==> config.mk <==
export PLATFORM = sky130hd
export DESIGN_NAME = rv_instr_encode_loader
export DESIGN_NICKNAME = d
export VERILOG_FILES = /design/src/rtl/rv_isa_pkg.sv /design/src/rtl/rv_instr_pack.sv /design/src/rtl/rv_instr_encode_loader.sv
export SDC_FILE = /design/constraint.sdc
export NUM_CORES = 1
export LEC_CHECK = 0
export BUFFER_PORTS_ARGS = -buffer_cell sky130_fd_sc_hd__buf_4
export CAP_MARGIN = 20
export CORE_UTILIZATION = 50
export DETAILED_ROUTE_END_ITERATION = 7
export PLACE_DENSITY = 0.83
export SETUP_SLACK_MARGIN = 0.5
export SLEW_MARGIN = 20
export SYNTH_ARGS = -nofsm -noshare
export SYNTH_HDL_FRONTEND = slang
export SYNTH_HIERARCHICAL = 1
export SYNTH_SLANG_ARGS = --single-unit
==> constraint.sdc <==
create_clock -name clk -period 4.15 [get_ports clk]
set_input_delay 0.415 -clock clk [delete_from_list [all_inputs] [get_ports clk]]
set_output_delay 0.415 -clock clk [all_outputs]
set_load 0.005 [all_outputs]
==> src/rtl/rv_isa_pkg.sv <==
// RV32I ISA constants for the instruction-memory loader: opcodes, immediate
// format codes (aligned with the core's decode ImmSel codes), the canonical
// NOP, the loader FSM states and an opcode-to-format decode helper.
package rv_isa_pkg;

  localparam logic [6:0] OP_R      = 7'b0110011;
  localparam logic [6:0] OP_IMM    = 7'b0010011;
  localparam logic [6:0] OP_LOAD   = 7'b0000011;
  localparam logic [6:0] OP_STORE  = 7'b0100011;
  localparam logic [6:0] OP_BRANCH = 7'b1100011;
  localparam logic [6:0] OP_JAL    = 7'b1101111;
  localparam logic [6:0] OP_JALR   = 7'b1100111;
  localparam logic [6:0] OP_LUI    = 7'b0110111;
  localparam logic [6:0] OP_AUIPC  = 7'b0010111;

  localparam logic [31:0] INSTR_NOP = 32'h00000013;

  typedef enum logic [2:0] {
    FMT_R     = 3'b000,
    FMT_I     = 3'b001,
    FMT_S     = 3'b010,
    FMT_B     = 3'b011,
    FMT_J     = 3'b100,
    FMT_LUI   = 3'b101,
    FMT_AUIPC = 3'b110
  } fmt_e;

  typedef enum logic [1:0] {
    ST_IDLE = 2'b00,
    ST_RUN  = 2'b01,
    ST_DONE = 2'b10
  } state_e;

  typedef struct packed {
    logic legal;
    fmt_e fmt;
  } op_dec_t;

  function automatic op_dec_t decode_op(input logic [6:0] op);
    op_dec_t d;
    d.legal = 1'b1;
    d.fmt   = FMT_R;
    case (op)
      OP_R:                     d.fmt = FMT_R;
      OP_IMM, OP_LOAD, OP_JALR: d.fmt = FMT_I;
      OP_STORE:                 d.fmt = FMT_S;
      OP_BRANCH:                d.fmt = FMT_B;
      OP_JAL:                   d.fmt = FMT_J;
      OP_LUI:                   d.fmt = FMT_LUI;
      OP_AUIPC:                 d.fmt = FMT_AUIPC;
      default:                  d.legal = 1'b0;
    endcase
    return d;
  endfunction

endpackage

==> src/rtl/rv_instr_pack.sv <==
// Combinational RV32I field packer: turns an opcode/funct/register/immediate
// bundle into a 32-bit instruction word. Unsupported opcodes produce the NOP
// and raise o_illegal. Optional macro IMM_RANGE_CHECK_EN adds o_imm_err for
// immediates that do not survive truncation into their field.
module rv_instr_pack
  import rv_isa_pkg::*;
(
  input  logic [6:0]  i_opcode,
  input  logic [2:0]  i_funct3,
  input  logic [6:0]  i_funct7,
  input  logic [4:0]  i_rd,
  input  logic [4:0]  i_rs1,
  input  logic [4:0]  i_rs2,
  input  logic [31:0] i_imm,
  output logic [31:0] o_word,
  output logic        o_illegal,
  output logic        o_imm_err
);

  op_dec_t    w_dec;
  logic [2:0] w_f3;

  assign w_dec     = decode_op(i_opcode);
  assign w_f3      = (i_opcode == OP_JALR) ? 3'b000 : i_funct3;
  assign o_illegal = !w_dec.legal;

  // Scatter the fields into the word according to the instruction format
  always_comb begin
    o_word = INSTR_NOP;
    if (w_dec.legal) begin
      case (w_dec.fmt)
        FMT_R:   o_word = {i_funct7, i_rs2, i_rs1, w_f3, i_rd, i_opcode};
        FMT_I:   o_word = {i_imm[11:0], i_rs1, w_f3, i_rd, i_opcode};
        FMT_S:   o_word = {i_imm[11:5], i_rs2, i_rs1, w_f3, i_imm[4:0], i_opcode};
        FMT_B:   o_word = {i_imm[12], i_imm[10:5], i_rs2, i_rs1, w_f3,
                           i_imm[4:1], i_imm[11], i_opcode};
        FMT_J:   o_word = {i_imm[20], i_imm[10:1], i_imm[11], i_imm[19:12],
                           i_rd, i_opcode};
        default: o_word = {i_imm[31:12], i_rd, i_opcode};
      endcase
    end
  end

`ifdef IMM_RANGE_CHECK_EN
  // True when v is a sign extension of its low (top+1) bits.
  function automatic logic fits_signed(input logic [31:0] v, input int top);
    logic signed [31:0] s;
    logic signed [31:0] hi;
    s  = v;
    hi = s >>> top;
    return (hi == 32'sd0) || (hi == -32'sd1);
  endfunction

  // Flag immediates whose bits fall outside the encodable field
  always_comb begin
    o_imm_err = 1'b0;
    if (w_dec.legal) begin
      case (w_dec.fmt)
        FMT_I, FMT_S:       o_imm_err = !fits_signed(i_imm, 11);
        FMT_B:              o_imm_err = !fits_signed(i_imm, 12) || i_imm[0];
        FMT_J:              o_imm_err = !fits_signed(i_imm, 20) || i_imm[0];
        FMT_LUI, FMT_AUIPC: o_imm_err = (i_imm[11:0] != 12'd0);
        default:            o_imm_err = 1'b0;
      endcase
    end
  end
`else
  logic w_unused_imm0;
  assign w_unused_imm0 = i_imm[0];
  assign o_imm_err     = 1'b0;
`endif

endmodule

==> src/rtl/rv_instr_encode_loader.sv <==
// Instruction-memory loader: accepts RV32I field bundles on a valid/ready
// stream, packs them into instruction words and writes them to consecutive
// word addresses from a latched base. One-entry output register keeps the
// write port stable under backpressure while sustaining one word per cycle.
// Optional macro IMM_RANGE_CHECK_EN enables the sticky err_imm flag.
module rv_instr_encode_loader
  import rv_isa_pkg::*;
#(
  parameter int ADDR_W = 32,
  parameter int CNT_W  = 16
) (
  input  logic              clk,
  input  logic              rst,
  input  logic              start,
  input  logic [ADDR_W-1:0] base_addr,
  input  logic [CNT_W-1:0]  count,
  input  logic              in_valid,
  output logic              in_ready,
  input  logic [6:0]        opcode,
  input  logic [2:0]        funct3,
  input  logic [6:0]        funct7,
  input  logic [4:0]        rd,
  input  logic [4:0]        rs1,
  input  logic [4:0]        rs2,
  input  logic [31:0]       imm,
  output logic              imem_we,
  output logic [ADDR_W-1:0] imem_addr,
  output logic [31:0]       imem_wdata,
  input  logic              imem_ready,
  output logic              busy,
  output logic              done,
  output logic              err_illegal,
  output logic              err_imm
);

  state_e            r_state;
  state_e            w_next_state;
  logic              w_start_ok;
  logic              w_busy;
  logic              w_done;

  logic [CNT_W-1:0]  r_count;
  logic [CNT_W-1:0]  r_accepted;
  logic [CNT_W-1:0]  r_written;
  logic [ADDR_W-1:0] r_next_addr;

  logic              r_vld_p1;
  logic [ADDR_W-1:0] r_addr_p1;
  logic [31:0]       r_wdata_p1;
  logic              r_err_illegal;
  logic              r_err_imm;

  logic [31:0]       w_word_p0;
  logic              w_illegal_p0;
  logic              w_imm_err_p0;
  logic              w_accept;
  logic              w_hs;
  logic              w_last_hs;

  rv_instr_pack u_pack (
    .i_opcode  (opcode),
    .i_funct3  (funct3),
    .i_funct7  (funct7),
    .i_rd      (rd),
    .i_rs1     (rs1),
    .i_rs2     (rs2),
    .i_imm     (imm),
    .o_word    (w_word_p0),
    .o_illegal (w_illegal_p0),
    .o_imm_err (w_imm_err_p0)
  );

  // Accept while words remain and the output register is free or draining
  assign in_ready  = (r_state == ST_RUN) && (r_accepted < r_count) && (!r_vld_p1 || imem_ready);
  assign w_accept  = in_valid && in_ready;
  assign w_hs      = r_vld_p1 && imem_ready;
  assign w_last_hs = w_hs && (r_written == (r_count - CNT_W'(1)));

  // State register
  always_ff @(posedge clk or posedge rst) begin
    if (rst) r_state <= ST_IDLE;
    else     r_state <= w_next_state;
  end

  // Next-state and state-decoded outputs
  always_comb begin
    w_next_state = r_state;
    w_start_ok   = 1'b0;
    w_busy       = 1'b0;
    w_done       = 1'b0;
    case (r_state)
      ST_IDLE: begin
        w_start_ok = start;
        if (start) w_next_state = (count == '0) ? ST_DONE : ST_RUN;
      end
      ST_RUN: begin
        w_busy = 1'b1;
        if (w_last_hs) w_next_state = ST_DONE;
      end
      ST_DONE: begin
        w_done       = 1'b1;
        w_next_state = ST_IDLE;
      end
      default: w_next_state = ST_IDLE;
    endcase
  end

  // Stage p0 -> p1: latch job parameters, register packed word, track progress
  always_ff @(posedge clk or posedge rst) begin
    if (rst) begin
      r_count       <= '0;
      r_accepted    <= '0;
      r_written     <= '0;
      r_next_addr   <= '0;
      r_vld_p1      <= 1'b0;
      r_addr_p1     <= '0;
      r_wdata_p1    <= '0;
      r_err_illegal <= 1'b0;
      r_err_imm     <= 1'b0;
    end else begin
      if (w_start_ok) begin
        r_count       <= count;
        r_accepted    <= '0;
        r_written     <= '0;
        r_next_addr   <= base_addr;
        r_err_illegal <= 1'b0;
        r_err_imm     <= 1'b0;
      end
      if (w_accept) begin
        r_accepted    <= r_accepted + CNT_W'(1);
        r_next_addr   <= r_next_addr + ADDR_W'(4);
        r_addr_p1     <= r_next_addr;
        r_wdata_p1    <= w_word_p0;
        r_err_illegal <= r_err_illegal | w_illegal_p0;
        r_err_imm     <= r_err_imm | w_imm_err_p0;
      end
      if (w_hs) r_written <= r_written + CNT_W'(1);
      if (w_accept)  r_vld_p1 <= 1'b1;
      else if (w_hs) r_vld_p1 <= 1'b0;
    end
  end

  assign imem_we     = r_vld_p1;
  assign imem_addr   = r_addr_p1;
  assign imem_wdata  = r_wdata_p1;
  assign busy        = w_busy;
  assign done        = w_done;
  assign err_illegal = r_err_illegal;
  assign err_imm     = r_err_imm;

endmodule
==> impl_results.md <==
- Commonest non-fill, non-tap cell in the layout: nand2_1
- Via count: 7801
- Routed WL per cell: 16.9 um
- Worst IR Drop VDD: 0.321 mV
- Crit Path Max Fanout: 93
- Sequential element share of the synthesized area: 0.445
- Least-Margin Pin Slew: 956 ps
- Seq pwr share: 0.421
- P&R area growth vs syn: 24.6%
- First-pass GRT wire length: 38100 um
- Post-DP HPWL: 16300 um
- Max clock buf depth: 2
- Grt ovf: 0
- Ys flop type: dfrtp_1
- RSZ-0062 raised after global routing: no
- Synthesized cell area: 8380 um^2
- Critical path class: flop to flop
- Post-route ant nets: 0
- Number of global-route vias before repair: 7670
- Via density: 5.74
- Placer Congestion: 0.903
- Post_cts resized: 0
- Top cell type's share of synthesized area: 0.445
- Netlist cell types: 79
- H-tree depth: 4
- Worst R2R Path Depth: 8
- Net Switching: 0.00168 W
- Most frequent cells in the layout: nand2_1, buf_4, dfrtp_1, nor2_1, o21ai_0
- Initial Utilization: 0.520
- Synth Area in XOR/XNOR: 0.0240
- Switching share of power: 0.338
- Post-CTS setup buffers: 0
- Hold_buf cts: 0
- Slew headroom: 0.363
- Final setup vio count: 0
- Syn Inst Count: 970
- Initial DRC Count: 694
- Num CTS Buffers: 17
- Drt first pass iters: 5
- Tot Pwr: 0.00498 W
- Tcrit/Tclk final: 0.816
- Adder-cell share of the synthesized area: 0.0284
- Filler instances: 1369
- Compound-Gate Fraction of Synth Area: 0.167
- Row cnt: 46
- Fin util: 0.648
- Clock root buffer master: clkbuf_16
- Power density over the cells: 477 nW/um^2
- Arrival time of the worst setup path: 3730 ps
- Critical Path End Type: flop
- Clk pwr share: 0.302
- Largest net degree at the start of global routing: 150
- GRT Overall Usage: 0.275
- Mux share of post-synthesis cell area: 0.0251
- Main combinational cell family by area after synthesis: simple AND/OR/NAND/NOR gates
- IO Pins: 187
- Setup crit start kind: flop
- Time the worst path needs with I/O delays and setup: 3390 ps
- Drc violations: 0
- Clock sink count: 149
- Req. time, crit path: 4490 ps
- Number of synthesized flops with an enable pin: 0
- Share of layout cells above drive strength 1: 0.226
- Clock latency on the worst-skew pair: 430 ps
- Die boundary height: 131 um
- Most area-consuming cells after synthesis: dfrtp_1, nand2_1, ha_1, mux2i_1, o21ai_0
- Clk pin slew, worst setup/hold paths: 60 ps
- Combinational Power Share: 0.277
- Leak pwr: 4.98 nW
- Clock Skews: 13.2 ps
- Synth Area in Simple Gates: 0.261
- Final WL: 22900 um
- Fmax: 0.295 GHz
- FFs w/ async S/R, synth: 1.00
- Syn. warnings: 6
- Worst min-delay path class: primary input to async pin
- Max Slew Vio Count: 0
- Mean Syn Cell Area: 8.64 um^2
- Setup TNS after final layout: 0 ps
- Outcome: complete, no violations
- Yosys reg bits: 149
- Number of port buffers: 186
- Die width: 131 um
- Die area: 17300 um^2
- TritonCTS clock tree: yes
- Initial antenna violation count: 1
- Internal: 0.00330 W
- Final Hold Viols: 0
- Nets: 1265
- Synth area leader: dfrtp_1
- Max Cap Viol: 0
- Core Footprint: 16100 um^2
-- cells in the mapped netlist, types with 5 or more instances --
master	n
nand2_1	292
dfrtp_1	149
nor2_1	40
o21ai_0	40
nand3_1	35
inv_1	31
clkbuf_1	27
nand4_1	23
a21oi_1	21
mux2i_1	21
ha_1	19
nor3_1	19
a22oi_1	15
and3_1	15
o311ai_1	15
xnor2_1	14
a221o_1	13
o211ai_1	13
a21o_1	12
nor4_1	12
buf_2	9
o31ai_1	9
xor2_1	9
buf_1	6
buf_4	6
a21oi_2	5
and2_1	5
buf_6	5
or3_1	5
or4_1	5
-- sequential cells by signal, indices dropped and copies added, names as in the netlist --
register     flops
imem_we          1
r_accepted      16
r_written       16
err_imm          1
imem_wdata      32
r_state          2
imem_addr       32
err_illegal      1
r_next_addr     32
r_count         16
-- through the flow --
stage	instances	setup slack [ps]	cell area, um^2	hold slack [ps]
detailed placement	1326	798	9860	458
global route	1359	536	10400	194
global placement	1326	986	9860	455
finish	1359	762	10400	175
floorplan	971	1660	8390	439
CTS	1358	774	10400	174
-- path summary, 6_finish.rpt --
path                                            startpoint                          to  slack [ps]
worst max-delay path               r_count[13]$_DFFE_PP0P_  r_accepted[10]$_DFFE_PP0P_         760
min in group clk                              base_addr[1]  r_next_addr[1]$_DFFE_PP0P_         190
max in group asynchronous                              rst      r_count[6]$_DFFE_PP0P_        3280
worst min-delay path                                   rst    r_written[3]$_DFFE_PP0P_         170
worst max register to register     r_count[13]$_DFFE_PP0P_  r_accepted[10]$_DFFE_PP0P_         760
worst min register to register  r_next_addr[0]$_DFFE_PP0P_    imem_addr[0]$_DFFE_PP0P_         470
-- layer usage --
metal	up-vias	GRT usage	share of wire
met4	0	0.123	0.027
met3	40	0.0644	0.075
met5	-	0	0
met1	3735	0.358	0.42
li1	3738	-	-
met2	288	0.435	0.48
-- cells by family (layout without fill, tap and decap cells) --
logic type,Yosys count,count (layout)
compound gates,187,187
xor+xnor,23,23
fa+ha+maj,19,19
buf+inv,86,257
flops,149,149
mux,21,21
other cells,2,4
simple gates,483,483
-- layout make-up --
| type | instances | area (um^2) | area share |
|---|---|---|---|
| repair buffers | 194 | 1480 | 0.142 |
| diodes | 1 | 2.50 | 0.000240 |
| inverters | 31 | 120 | 0.0115 |
| clock buffers | 22 | 484 | 0.0464 |
| flip-flops and latches | 149 | 3730 | 0.357 |
| well taps | 216 | 270 | 0.0259 |
| multi-input cells | 736 | 4260 | 0.408 |
| clock inverters | 10 | 95.1 | 0.00911 |
-- critical path: stages (launching register included) --
cell      delay [ps]
dfrtp_1          400
inv_1             70
ha_1             300
a211oi_1         230
o22ai_1          170
a211oi_2         550
nand2_4          680
nor4_1           590
mux2i_1          250
-- power by group through the flow --
stage	Combinational [W]	Sequential, W	Clock (W)
6_report	0.00138	0.00210	0.00151
5_1_grt	0.00155	0.00214	0.00159
3_3_place_gp	0.00133	0.00210	0
4_1_cts	0.00138	0.00209	0.00152
3_5_place_dp	0.00137	0.00211	0
2_1_floorplan	0.000896	0.00202	0
No activity file was read; power rests on OpenSTA's default activity.
